===== src/rtl/nfc_spi_master.sv =====
// SPI mode-0 initiator for the NFC reader: byte stream in, CE-framed SPI out, received bytes strobed back.
// Optional NFC_SPI_IRQ_EN adds a synchronised falling-edge pulse from the chip's active-low IRQ pin.
module nfc_spi_master #(
  parameter int CLK_DIV = 4
) (
  input  logic       clk,
  input  logic       resetn,
  input  logic [7:0] tx_data,
  input  logic       tx_last,
  input  logic       tx_valid,
  output logic       tx_ready,
  output logic [7:0] rx_data,
  output logic       rx_valid,
  output logic       busy,
  output logic       SCK_nfc,
  output logic       mosi_nfc,
  input  logic       miso_nfc,
  output logic       CE_nfc
`ifdef NFC_SPI_IRQ_EN
  ,
  input  logic       NFC_irq,
  output logic       irq_pulse
`endif
);

  localparam int CW = (CLK_DIV > 1) ? $clog2(CLK_DIV) : 1;
  localparam logic [CW-1:0] CNT_MAX = CW'(CLK_DIV - 1);

  typedef enum logic [2:0] {IDLE, SETUP, SHIFT, NEXT, HOLD, GAP} state_e;

  state_e        state_q;
  logic [CW-1:0] cnt_q;
  logic [3:0]    half_q;
  logic [7:0]    tx_sr_q;
  logic [7:0]    rx_sr_q;
  logic          last_q;
  logic          tick;

  assign tick = (cnt_q == CNT_MAX);

  always_ff @(posedge clk) begin
    if (!resetn) begin
      state_q  <= IDLE;
      cnt_q    <= '0;
      half_q   <= '0;
      tx_sr_q  <= '0;
      rx_sr_q  <= '0;
      last_q   <= 1'b0;
      tx_ready <= 1'b0;
      rx_data  <= '0;
      rx_valid <= 1'b0;
      busy     <= 1'b0;
      SCK_nfc  <= 1'b0;
      mosi_nfc <= 1'b0;
      CE_nfc   <= 1'b1;
    end else begin
      rx_valid <= 1'b0;
      case (state_q)
        IDLE, NEXT: begin
          cnt_q    <= '0;
          tx_ready <= 1'b1;
          if (tx_valid && tx_ready) begin
            tx_sr_q  <= tx_data;
            last_q   <= tx_last;
            mosi_nfc <= tx_data[7];
            CE_nfc   <= 1'b0;
            busy     <= 1'b1;
            tx_ready <= 1'b0;
            state_q  <= SETUP;
          end
        end
        SETUP: begin
          cnt_q <= cnt_q + 1'b1;
          // End of setup is also the first rising edge, so bit 7 is sampled here.
          if (tick) begin
            cnt_q   <= '0;
            SCK_nfc <= 1'b1;
            rx_sr_q <= {rx_sr_q[6:0], miso_nfc};
            half_q  <= 4'd1;
            state_q <= SHIFT;
          end
        end
        SHIFT: begin
          cnt_q <= cnt_q + 1'b1;
          if (tick) begin
            cnt_q   <= '0;
            SCK_nfc <= ~SCK_nfc;
            half_q  <= half_q + 4'd1;
            if (!SCK_nfc) begin
              rx_sr_q <= {rx_sr_q[6:0], miso_nfc};
            end else begin
              tx_sr_q  <= {tx_sr_q[6:0], 1'b0};
              mosi_nfc <= tx_sr_q[6];
            end
            // Sixteenth toggle is the eighth falling edge: byte complete.
            if (half_q == 4'd15) begin
              rx_data  <= rx_sr_q;
              rx_valid <= 1'b1;
              if (last_q) begin
                state_q <= HOLD;
              end else begin
                tx_ready <= 1'b1;
                state_q  <= NEXT;
              end
            end
          end
        end
        HOLD: begin
          cnt_q <= cnt_q + 1'b1;
          if (tick) begin
            cnt_q   <= '0;
            CE_nfc  <= 1'b1;
            state_q <= GAP;
          end
        end
        GAP: begin
          cnt_q <= cnt_q + 1'b1;
          if (tick) begin
            cnt_q    <= '0;
            busy     <= 1'b0;
            tx_ready <= 1'b1;
            state_q  <= IDLE;
          end
        end
        default: state_q <= IDLE;
      endcase
    end
  end

`ifdef NFC_SPI_IRQ_EN
  // [0],[1] synchronise; [2] is the previous synchronised level for edge detect.
  logic [2:0] irq_sync_q;

  always_ff @(posedge clk) begin
    if (!resetn) begin
      irq_sync_q <= 3'b111;
      irq_pulse  <= 1'b0;
    end else begin
      irq_sync_q <= {irq_sync_q[1:0], NFC_irq};
      irq_pulse  <= irq_sync_q[2] & ~irq_sync_q[1];
    end
  end
`endif

endmodule


===== config.mk =====
export PLATFORM = sky130hd
export DESIGN_NAME = nfc_spi_master
export DESIGN_NICKNAME = d
export VERILOG_FILES = /design/src/rtl/nfc_spi_master.sv
export SDC_FILE = /design/constraint.sdc
export NUM_CORES = 1
export LEC_CHECK = 0
export CORE_ASPECT_RATIO = 1.4
export CORE_MARGIN = 8
export CORE_UTILIZATION = 35
export CTS_CLUSTER_DIAMETER = 80
export CTS_CLUSTER_SIZE = 40
export DETAILED_ROUTE_END_ITERATION = 8
export GPL_TIMING_DRIVEN = 0
export PLACE_DENSITY_LB_ADDON = 0.25
export SLEW_MARGIN = 20
export SYNTH_ARGS = -nofsm -noshare
export SYNTH_HDL_FRONTEND = slang
export SYNTH_SLANG_ARGS = --single-unit
export TNS_END_PERCENT = 1

===== constraint.sdc =====
create_clock -name clk -period 2.1 [get_ports clk]
set_input_delay 0.42 -clock clk [delete_from_list [all_inputs] [get_ports clk]]
set_output_delay 0.42 -clock clk [all_outputs]
set_load 0.1 [all_outputs]

# Word level (Yosys, flattened, before mapping)
# Index checks and enable logic that the tools add are counted.
totals:
  elab_cells: 91
  inputBits: 13
  out_inout_bits: 14
  reg_bits: 39
classes:
  n_eq_ne: 16
  n_mux: 39
  n_reduce_logical: 20
  bitwise: 1
  add_sub_neg: 2
op_table:
  columns: ["operator", "n"]
  rows:
  - ["$mux W8", 3]
  - ["$mux W3", 7]
  - ["$mux W7", 3]
  - ["$ne A2 B2 Y1 const B", 9]
  - ["$pmux W8 S2", 1]
  - ["$pmux W3 S5", 1]
  - ["$reduce_and A3 Y1", 5]
  - ["$pmux W7 S2", 1]
  - ["$mux W1", 13]
  - ["$reduce_bool A2 Y1", 5]
  - ["$mux W4", 2]
  - ["$pmux W1 S2", 4]
  - ["$pmux W4 S2", 1]
  - ["$reduce_and A4 Y1", 2]
  - ["$eq A3 B2 Y1 const B", 2]
  - ["$eq A3 B3 Y1 const B", 2]
  - ["$reduce_and A6 Y1", 1]
  - ["$reduce_and A5 Y1", 1]
  - ["$add A4 B1 Y4 const B", 1]
  - ["$eq A4 B4 Y1 const B", 1]
  - ["$pmux W2 S2", 1]
  - ["$reduce_or A4 Y1", 1]
  - ["$eq A3 B1 Y1 const B", 1]
  - ["$logic_not A3 Y1", 1]
  - ["9 further kinds", 9]

# Logic depth before layout (Yosys ltp)
# Gate-level depths: netlist of the first run.
depth:
  depth_word: 4
  mapped_depth: 7

# Worst setup path after synthesis of the first run
# Ideal clock, no wire load.
synth_path:
  path_kind: "register to register"
  from: "reg tx_ready"
  to: "reg mosi_nfc"
  path_stages_with_launch: 6
  n_path_buf: 1
  arrival_time_ns: 2.067
  setup_slack_ns: -0.107
  setup_time_ns: 0.140
  path_cell_list: "dfxtp_1 -> nand2_1 -> o211ai_4 -> and2_1 -> buf_4 -> a211oi_2"
synth_via:
  elab_chain_len: 3
synth_lines:
  columns: ["item", "line", "source"]
  rows:
  - ["start: declaration", "11", "output logic tx_ready,"]
  - ["start signal: assignment", "49", "tx_ready <= 1'b0;"]
  - ["start signal: assignment", "61", "tx_ready <= 1'b1;"]
  - ["start signal: assignment", "68", "tx_ready <= 1'b0;"]
  - ["$logic_and A1 B1 Y1", "62", "if (tx_valid && tx_ready) begin"]
  - ["$ne A2 B2 Y1 (no source line)", null, null]
  - ["$reduce_and A4 Y1 (no source line)", null, null]
  - ["end signal: assignment", "65", "mosi_nfc <= tx_data[7];"]
  - ["end signal: assignment", "93", "mosi_nfc <= tx_sr_q[6];"]
  - ["end: declaration", "16", "output logic mosi_nfc,"]
# No other way between the ends.
# A chain may end at the register's enable or synchronous reset.

# Worst setup path in the final report of the first run
layout_path:
  from: "reg SCK_nfc"
  to: "out SCK_nfc"
layout_rtl:
  columns: ["item", "line", "source"]
  rows:
  - ["start: declaration", "15", "output logic SCK_nfc,"]
  - ["start signal: assignment", "87", "SCK_nfc <= ~SCK_nfc;"]
# No word-level cell between the ends.

==> results list, run 1 <==
- Die area: 8213 um^2
* Most used DFF post-synth: dfxtp_1
- For this run, design rule violations remaining after detail routing come to 0.
- Total routing usage reported by global routing: 0.1135
- Max-cap violations in this run came to 0.
* Proportion of synthesized area in mux cells: 0.1239
* Maximum number of pins on one net before global-route repair: 14
* Area Overhead vs Synth: 22.32%
- Violation count after the first detailed-route iteration: 105
- Arrival time at the worst endpoint: 1.59 ns
- Number of gates resized after cts: 14
- Of the total synthesized cell area, the portion taken by XOR and XNOR cells is 0.
- Pin placement for this block handled 27 I/O pins.
- The first global-routing pass estimated 7665 um of wire.
- Unrepaired setup endpoints after global routing: false
* CTS tree: done
* # hold bufs at CTS: 0
* Critical path capture point type: primary output
- After synthesis, the mean cell area works out to 9.324 um^2.
- Final routed wire length divided by cell count: 14.25 um
- Final non-filler cell total: 309
- Required time at the worst-slack endpoint: 1.68 ns
* Yosys reg bits: 39
- At the pin with the least slew margin, the transition time is 0.9662 ns.
- VDD sags by at most 0.0005155 V.
* CTS H-tree lvls: 2
- Drt via density: 5.113
* Post-Place Worst Slack: 0.009423 ns
- The flow ran to the end, and the final reports show no timing, DRC or antenna violations.
* Family with the most delay on the worst path: buffers and inverters
- Count of flip-flops with a built-in enable after synthesis: 0
- Number of antenna repair diodes: 0
- Count of port buffers added during placement: 25
* Setup violators final: 0
- Crit path kind: register to primary output
- Worst clock skew on the final layout: 0.006288 ns
* Kind of path behind the tightest hold check: register to register
- Number of synthesis warnings: 0
- Remaining antenna violation count: 0
- Cell chosen for the clock root: clkbuf_8
- Die Span X: 78.91 um
- Routed WL: 4404 um
- Fraction of the mapped netlist area in compound gates: 0.2155
- In the final layout, the share of cells above drive strength 1 is 0.1494.
* Post-detailed-placement half-perimeter wirelength: 3154 um
- Yosys cell types: 47
- Counting along the longest clock path gives a buffer depth of 2.
* Share of flip-flops with an asynchronous set or reset after synthesis: 0
* Initial Utilization: 0.3562
* Main combinational cell family by area after synthesis: compound AO/OA/AOI/OAI gates
- Detailed-routing iteration count for the pre-antenna-repair pass: 4
- In this run the static leakage power is 0.9423 nW.
- Source-to-sink clock delay at the later pin of the worst-skew pair: 0.30 ns
- The final layout contains 255 nets.
- The slowest stage of the critical path belongs to the cell clkdlybuf4s15_1.
- # rows: 32
- Synthesized Nets: 223
* Largest fanout on the critical path: 6
* Sum of buffers and inverters on the critical path: 1
- In this run the post-CTS setup repair buffer count came out at 0.
* Peak clock frequency supported by timing: 496.7 MHz
- Antenna violations before repair: 0
- In this run, placement finished with an instance count of 301.
* Basic-gate share of the synthesized area counting and, or, nand and nor cells: 0.1839
- Setup ws final: 0.08690 ns
- Syn Inst Count: 208
* Total global routing overflow: 0
* Clk slew on worst S/H paths: 0.08 ns
- In this run the standard cell core region covers 5445 um^2.
- Tcrit/Tclk final: 0.9586
* Number of global-route vias before repair: 1629
* Most frequent cells in the layout: dfxtp_1 (38), nor2_1 (26), mux2i_1 (24)
- Final hold slack: 0.4937 ns
- In the final timing run, aggregate negative setup slack is 0 ns.
- Clk sinks: 39
* DIE HEIGHT: 104.1 um
- Share of the yosys chip area belonging to registers: 0.4026
* Startpoint class of the critical path: register
- At the end of routability-driven placement, the weighted congestion stood at 0.8414.
- The synthesized netlist occupies a cell area of 1939 um^2.
- Leaving out fill and tap cells, the most frequent cell in the layout is dfxtp_1.
- Num CTS Buffers: 5
- Adder-Cell Fraction of Synth Area: 0.01290
- Pins Over Slew Limit: 0
- Cell area power density: 950.0 nW/um^2
- Cell Chain, Critical Path: clkdlybuf4s15_1
- Crit-path max cell delay: 0.86 ns
- Hold Vio Cnt, Final: 0
- Normalized max-slew margin: 0.3584
* Time the final worst path needs with I/O delays and setup: 2.013 ns
- Across all layers, the routed design uses 1580 vias.
[final cells by class]
| cell class | count | area (um^2) |
|---|---|---|
| clock buffer | 5 | 68.82 |
| timing repair buffer | 25 | 234.0 |
| sequential | 39 | 782.0 |
| buffer | 15 | 96.34 |
| fill | 579 | 3073 |
| inverter | 6 | 22.52 |
| clock inverter | 3 | 43.79 |
| multi-input combinational | 148 | 1040 |
| tap | 68 | 85.08 |
[power breakdown]
part	internal [mW]	switching, mW
logic	0.257	0.464
clock network	0.354	0.290
registers	0.828	0.0612
total	1.44	0.815
[tightest hold or removal path, cell delays in order (launching register included)]
cell and delay, ns:
dfxtp_1 0.33, mux2i_1 0.06, nor2_1 0.07
[cells in the mapped netlist (2+ instances only)]
master | number | area (um^2)
buf_2 | 5 | 25.02
buf_4 | 3 | 22.52
nor3b_2 | 2 | 25.02
nand2_1 | 10 | 37.54
a22o_1 | 3 | 26.28
nand2b_1 | 2 | 12.51
nor2_1 | 26 | 97.59
and3_1 | 2 | 12.51
buf_6 | 3 | 33.78
mux2i_1 | 24 | 240.2
a211oi_2 | 7 | 87.58
dfxtp_1 | 39 | 780.8
nand4_1 | 2 | 12.51
inv_1 | 6 | 22.52
and2_1 | 3 | 18.77
nand3_1 | 6 | 30.03
o21ai_0 | 10 | 50.05
clkbuf_1 | 4 | 15.01
a21oi_1 | 19 | 95.09
nor2b_1 | 3 | 18.77
ha_1 | 2 | 25.02
o41ai_1 | 2 | 17.52
[worst paths after layout]
| kind | from | to | slack, ns | depth (start not counted) |
|---|---|---|---|---|
| max | SCK_nfc | SCK_nfc | 0.09 | 1 |
| min | rx_data[5] | rx_data[5] | 0.49 | 2 |
| max reg2reg | cnt_q[0] | rx_data[0] | 0.32 | 7 |
| min reg2reg | rx_data[5] | rx_data[5] | 0.49 | 2 |
[registers in the layout (all words and copies together), names as in the netlist]
signal / cells
SCK_nfc: 1
tx_ready: 1
mosi_nfc: 1
rx_data: 8
state_q: 3
half_q: 4
last_q: 1
CE_nfc: 1
tx_sr_q: 7
rx_valid: 1
rx_sr_q: 8
cnt_q: 2
busy: 1
[routing by layer]
metal / vias to the layer above / routed length, um / track usage
li1: 807 / - / -
met1: 745 / 1976 / 0.1302
met4: 0 / 57 / 0.04388
met5: - / 0 / 0
met3: 5 / 199 / 0.03720
met2: 23 / 2171 / 0.1878
[through the flow]
step	area [um^2]	power, mW	utilization
final	2372	2.254	0.4357
after CTS	2371	2.287	0.4354
after global routing	2372	2.385	0.4357
after floorplan	1941	1.483	-
after detailed placement	2276	1.646	0.4180
after global placement	2276	1.639	0.4180
[cells by family (layout without fill, tap and decap cells)]
group | count (synthesis) | count (layout)
buf+inv | 21 | 54
flops | 39 | 39
mux | 24 | 24
simple gates | 66 | 66
compound gates | 56 | 56
fa+ha+maj | 2 | 2
(Power assumes the default switching activity.)
==> inputs of run 2 (changes only) <==
- clock period: 2.1 -> 2.3 ns (I/O delays scaled with it)
==> run 2 against run 1 <==
Effect of this change:
- non-clock buffer count stayed put
- first-iteration DRC count is 1.9% higher
- via count is 0.44% lower
- die area stayed put
- register-to-register slack better by 0.19 ns
- critical path type unchanged
- critical endpoint is now CE_nfc
- largest cell class unchanged
==> results list, run 2 (synthesized netlist as in run 1, its figures left out) <==
* Status: completed
* Family with the most delay on the worst path: buffers and inverters
* Crit-path max cell delay: 1.14 ns (+0.28 ns)
* Number of buffers between clock root and the deepest sink: 2 (unchanged)
* Unrepaired setup endpoints after global routing: false
- Clock tree synthesis selected as its root buffer the cell clkbuf_8.
- The final routed wire length divided by cell count came to 14.06 um (-1.3%).
* Kind of path behind the tightest hold check: register to register
* Total global routing overflow: 0 (unchanged)
- Final hold slack: 0.4993 ns (+0.005570 ns)
* # rows: 32 (unchanged)
- The initial antenna violation count came to 0 (unchanged).
* Post-CTS Setup Bufs: 0 (unchanged)
- The required time at the worst-slack endpoint was 1.84 ns (+0.16 ns).
* Most frequent cells in the layout: dfxtp_1 (39), nor2_1 (26), mux2i_1 (24)
- The global-route wire length before repair was 7693 um (+0.37%).
- The full die area was 8213 um^2 (unchanged).
- The routed wire length is 4346 um (-1.3%).
- The aggregate global-route resource usage is 0.1119 (-0.001579).
- Peak clock frequency supported by timing: 443.2 MHz
- Remaining antenna violation count: 0 (unchanged)
- Pins Over Slew Limit: 0 (unchanged)
* Clk sinks: 39 (unchanged)
- The total clock buffers created by CTS is 5 (unchanged).
- Total number of vias: 1573 (-0.44%)
* I/O Pins: 27 (unchanged)
- Reg2reg start: cnt_q[0]
- CTS H-tree lvls: 2 (unchanged)
- The signal on the critical path passes through clkdlybuf4s50_1.
* Time the final worst path needs with I/O delays and setup: 2.256 ns
- The final total negative setup slack came to 0 ns (unchanged).
* Footprint of the multi-input gates: 1040 um^2 (unchanged)
* DRC violation count after routing: 0 (unchanged)
- Drt via density: 5.091 (-0.44%)
- The height of the die came to 104.1 um (unchanged).
- The critical path is of the register to primary output type.
* Maximum number of pins on one net before global-route repair: 14 (unchanged)
- Core area: 5445 um^2 (unchanged)
- Post-detailed-placement half-perimeter wirelength: 3087 um (-2.1%)
* Sequential cell area: 780.7 um^2 (-0.16%)
- Count of port buffers added during placement: 25 (unchanged)
* Launch point of the worst hold path: rx_data[7]
- Number of max-cap violations: 0 (unchanged)
- Leaving out fill and tap cells, the most frequent cell in the layout is dfxtp_1.
- Clk slew on worst S/H paths: 0.08 ns (about the same)
- Crit path max-delay cell type: clkdlybuf4s50_1
* Worst clock skew on the final layout: 0.003924 ns (-0.002363 ns)
- Detailed-routing iteration count for the pre-antenna-repair pass: 4 (unchanged)
- Share of cells above drive strength 1: 0.1452 (-0.004149)
- Of the available clock period, the critical path in the final layout requires 0.9810.
- Normalized max-slew margin: 0.3493 (-0.009116)
* Arrival time at the worst endpoint: 1.80 ns (+0.21 ns)
- The number of nets in the final layout is 255 (unchanged).
- The actual transition at the worst max-transition pin came to 0.9730 ns (+0.006789 ns).
* Top Registers: rx_data: 8 flops, rx_sr_q: 8 flops, tx_sr_q: 7 flops
- Violation count after the first detailed-route iteration: 107 (+1.9%)
* Number of antenna repair diodes: 0 (unchanged)
- Tracing the worst setup path back leads to its startpoint at CE_nfc.
- Area Overhead vs Synth: 22.97%
- The number of gates resized after cts came to 2 (-12).
* # hold bufs at CTS: 0 (unchanged)
- Source-to-sink clock delay at the later pin of the worst-skew pair: 0.30 ns (about the same)
* Startpoint class of the critical path: register
- Largest fanout on the critical path: 3 (-3)
* Number of global-route vias before repair: 1693 (+3.9%)
- The worst setup path is captured at a primary output.
- The filler cell count in the final layout came to 563 (-2.8%).
- Worst voltage drop across the vdd grid: 0.0004159 V (-19%)
- TritonCTS built the clock tree.
* Setup violators final: 0 (unchanged)
- Sum of buffers and inverters on the critical path: 1 (unchanged)
- Gpl congestion: 0.8412 (about the same)
* Die Span X: 78.91 um (unchanged)
- The starting density of the core is 0.3562 (unchanged).
* Static leakage: 0.8956 nW (-5.0%)
- The count of final hold-check violations is 0 (unchanged).
- The ratio of total power to cell area was 863.0 nW/um^2 (-9.2%).
## run 2: worst paths after layout
check / to / slack, ns / cells past startpoint
setup / recovery: CE_nfc / 0.04 / 1
hold / removal: rx_data[7] / 0.50 / 2
setup reg to reg: rx_data[0] / 0.51 / 7
hold reg to reg: rx_data[7] / 0.50 / 2
## run 2: area by class of cell
type / count / area share
multi-input cells: 148 / 0.4360
flip-flops and latches: 39 / 0.3274
repair buffers: 25 / 0.1039
plain buffers: 15 / 0.04040
well taps: 68 / 0.03568
clock buffers: 5 / 0.02886
clock inverters: 3 / 0.01836
inverters: 6 / 0.009444
## run 2: report_power, final
part | switching (mW) | leakage (nW) | internal, mW
Clock | 0.252 | 0.0581 | 0.323
Combinational | 0.428 | 0.521 | 0.244
Sequential | 0.0566 | 0.317 | 0.755
## run 2: metal layers
metal / share of wire / track usage
met5: 0 / 0
met4: 0.015 / 0.04654
met3: 0.035 / 0.02768
met2: 0.51 / 0.1925
met1: 0.44 / 0.1261
## run 2: metrics by stage
step	cell area [um^2]	cells	worst slack (ns)	utilization	power (mW)
CTS	2385	309	0.02650	0.4380	2.076
global route	2385	309	0.003687	0.4380	2.162
global placement	2275	301	0.1767	0.4177	1.495
floorplan	1939	208	0.09279	-	1.352
detailed placement	2275	301	0.1902	0.4177	1.502
finish	2385	309	0.04379	0.4380	2.058
==> inputs of run 3 (changes only) <==
- REMOVE_ABC_BUFFERS: default -> 1
- TNS_END_PERCENT: 1 -> 5
==> run 3 against run 2 <==
Effect of this change:
- count of clock-buffer cells in the layout increased by 2
- power fell by 4.9%
- clock power fell by 9.2%
- critical path depth unchanged
- combinational power is 13% lower
- critical endpoint is now mosi_nfc
==> results list, run 3 (synthesized netlist as in run 1, its figures left out) <==
- The global-route wire length before repair came to 7065 um (-8.2%).
- Crit path kind: register to primary output
- The full die area is 8213 um^2 (unchanged).
* Setup_tns: 0 ns (unchanged)
- Crit-path max cell delay: 1.14 ns (about the same)
- Compared with the post-synthesis result, the final layout area differs by 19.87%.
* Initial Utilization: 0.3562 (unchanged)
- The maximum level of the CTS H-tree came to 2 (unchanged).
* Clk slew on worst S/H paths: 0.08 ns (about the same)
- Total power after layout: 1.957 mW (-4.9%)
- The total clock buffers created by CTS is 5 (unchanged).
* Share of cells above drive strength 1: 0.1261 (-0.01914)
- Final nets: 244 (-4.3%)
* Critical path capture point type: primary output
- In the layout the commonest cells are dfxtp_1 (38), nor2_1 (26), mux2i_1 (24).
- Violation count after the first detailed-route iteration: 62 (-42%)
* Unrepaired setup endpoints after global routing: false
- The final cycle utilization of the critical path is 0.9723 (-0.008703).
- TritonCTS built the clock tree.
- Hold Vio Cnt, Final: 0 (unchanged)
- Total number of vias: 1547 (-1.7%)
- DRC violation count after routing: 0 (unchanged)
- For this design, the slowest cell found on the critical path is clkdlybuf4s50_1.
- Number of antenna repair diodes: 0 (unchanged)
* Sum of buffers and inverters on the critical path: 1 (unchanged)
* Number of buffers between clock root and the deepest sink: 2 (unchanged)
- Die Span X: 78.91 um (unchanged)
- Time the final worst path needs with I/O delays and setup: 2.236 ns (-0.02002 ns)
- The count of input and output buffers is 26 (+4.0%).
* Maximum number of pins on one net before global-route repair: 32 (+18)
- Clk sinks: 39 (unchanged)
- The height of the die was 104.1 um (unchanged).
- The latest clock arrival within the worst-skew pair is 0.29 ns (about the same).
- The cell area after layout was 2325 um^2 (-2.5%).
- The number of primary I/O pins was 27 (unchanged).
- The fmax is 447.2 MHz (+0.90%).
- In this run the clock root is driven by a clkbuf_8.
- The final setup violation count was 0 (unchanged).
- Total routing usage reported by global routing: 0.1034 (-0.008512)
* Sequential cell area: 782.0 um^2 (+0.16%)
* Detailed-routing iteration count for the pre-antenna-repair pass: 4 (unchanged)
- Transition at the pin with the smallest max-transition slack: 0.9767 ns (+0.003672 ns)
- The number of max-cap violations came to 0 (unchanged).
* Number of global-route vias before repair: 1534 (-9.4%)
- The total number of placement rows is 32 (unchanged).
- The average vias per placed instance came to 5.191 (+2.0%).
- Largest fanout on the critical path: 2 (-1)
- Worst clock skew on the final layout: 0.003826 ns (-0.00009811 ns)
* Remaining antenna violation count: 0 (unchanged)
- In this run the worst setup path begins at mosi_nfc.
- Required time at the worst-slack endpoint: 1.84 ns (about the same)
- Static leakage: 0.8581 nW (-4.2%)
- Footprint of the multi-input gates: 1046 um^2 (+0.60%)
* Final routed wire length divided by cell count: 13.69 um (-2.7%)
- STA classifies the critical path startpoint as a register.
- Traced cell by cell, the critical path runs through clkdlybuf4s50_1.
- The overflow left after global routing is 0 (unchanged).
- The estimated wirelength of the detail-placed design came to 2728 um (-12%).
- Cell area power density: 841.8 nW/um^2 (-2.4%)
* Kind of path behind the tightest hold check: register to register
- The worst register-to-register path begins at cnt_q[0].
* Pins Over Slew Limit: 0 (unchanged)
- The routed wire length is 4079 um (-6.1%).
* Antenna violations before repair: 0 (unchanged)
* Gpl congestion: 0.7670 (-8.8%)
* Launch point of the worst hold path: rx_data[7]
- The worst-case headroom to the max-slew limit was 0.3478 (-0.001480).
- The instance area after placement was 2188 um^2 (-3.8%).
- Leaving out fill and tap cells, the most frequent cell in the layout is dfxtp_1.
* Core area: 5445 um^2 (unchanged)
- Fill count: 566 (+0.53%)
- Arrival time at the worst endpoint: 1.78 ns (-0.02 ns)
- Top Registers: rx_data: 8 flops, rx_sr_q: 8 flops, tx_sr_q: 7 flops
- Worst voltage drop across the vdd grid: 0.0005252 V (+26%)
- In this design, the largest share of critical-path delay is due to buffers and inverters.
* Status: completed
==> run 3: cell types whose count changed in the layout (fill, tap and decap cells not counted), moves of 2 or more <==
cell and delta:
clkbuf_1 -4, clkbuf_8 +2, buf_6 -3, buf_2 -5, dlymetal6s2s_1 +2
==> run 3: final timing paths <==
| check | to | slack [ns] | cells after the start |
|---|---|---|---|
| worst max-delay path | mosi_nfc | 0.06 | 1 |
| worst min-delay path | rx_data[7] | 0.49 | 2 |
| worst max register to register | rx_data[3] | 0.19 | 5 |
| worst min register to register | rx_data[7] | 0.49 | 2 |
==> run 3: timing repair <==
action	in CTS	in global routing
buffers inserted	0	3
pin swaps	0	0
endpoints found under the setup margin	18	10
gates resized for setup	4	2
hold buffers	0	0
==> run 3: final cells by class <==
class / instances / area share
clock buffers: 7 / 0.04144
clock inverters: 1 / 0.003229
inverters: 6 / 0.009688
multi-input cells: 148 / 0.4499
flip-flops and latches: 39 / 0.3364
well taps: 68 / 0.03660
repair buffers: 29 / 0.1227
==> run 3: per-stage QoR <==
stage / util / cells / setup WS, ns / hold slack, ns
4_1_cts: 0.4219 / 295 / 0.003989 / 0.5016
3_3_place_gp: 0.4019 / 287 / -0.5652 / 0.4795
2_1_floorplan: - / 193 / -0.03265 / 0.4619
6_report: 0.4269 / 298 / 0.06381 / 0.4947
5_1_grt: 0.4269 / 298 / 0.005427 / 0.5210
3_5_place_dp: 0.4019 / 287 / -0.5777 / 0.4827
==> run 3: routing by layer <==
layer  part of all wire  GRT usage  wire [um]  vias up
li1                   -          -          -      784
met1               0.45     0.1191       1827      734
met2               0.50     0.1723       2050       22
met3              0.025    0.02076        103        7
met4              0.024    0.05585         98        0
met5                  0          0          0        -
==> run 3: report_power, final <==
group | internal (mW) | switching (mW)
combinational | 0.211 | 0.370
clock | 0.273 | 0.249
sequential | 0.755 | 0.0991
total | 1.24 | 0.718
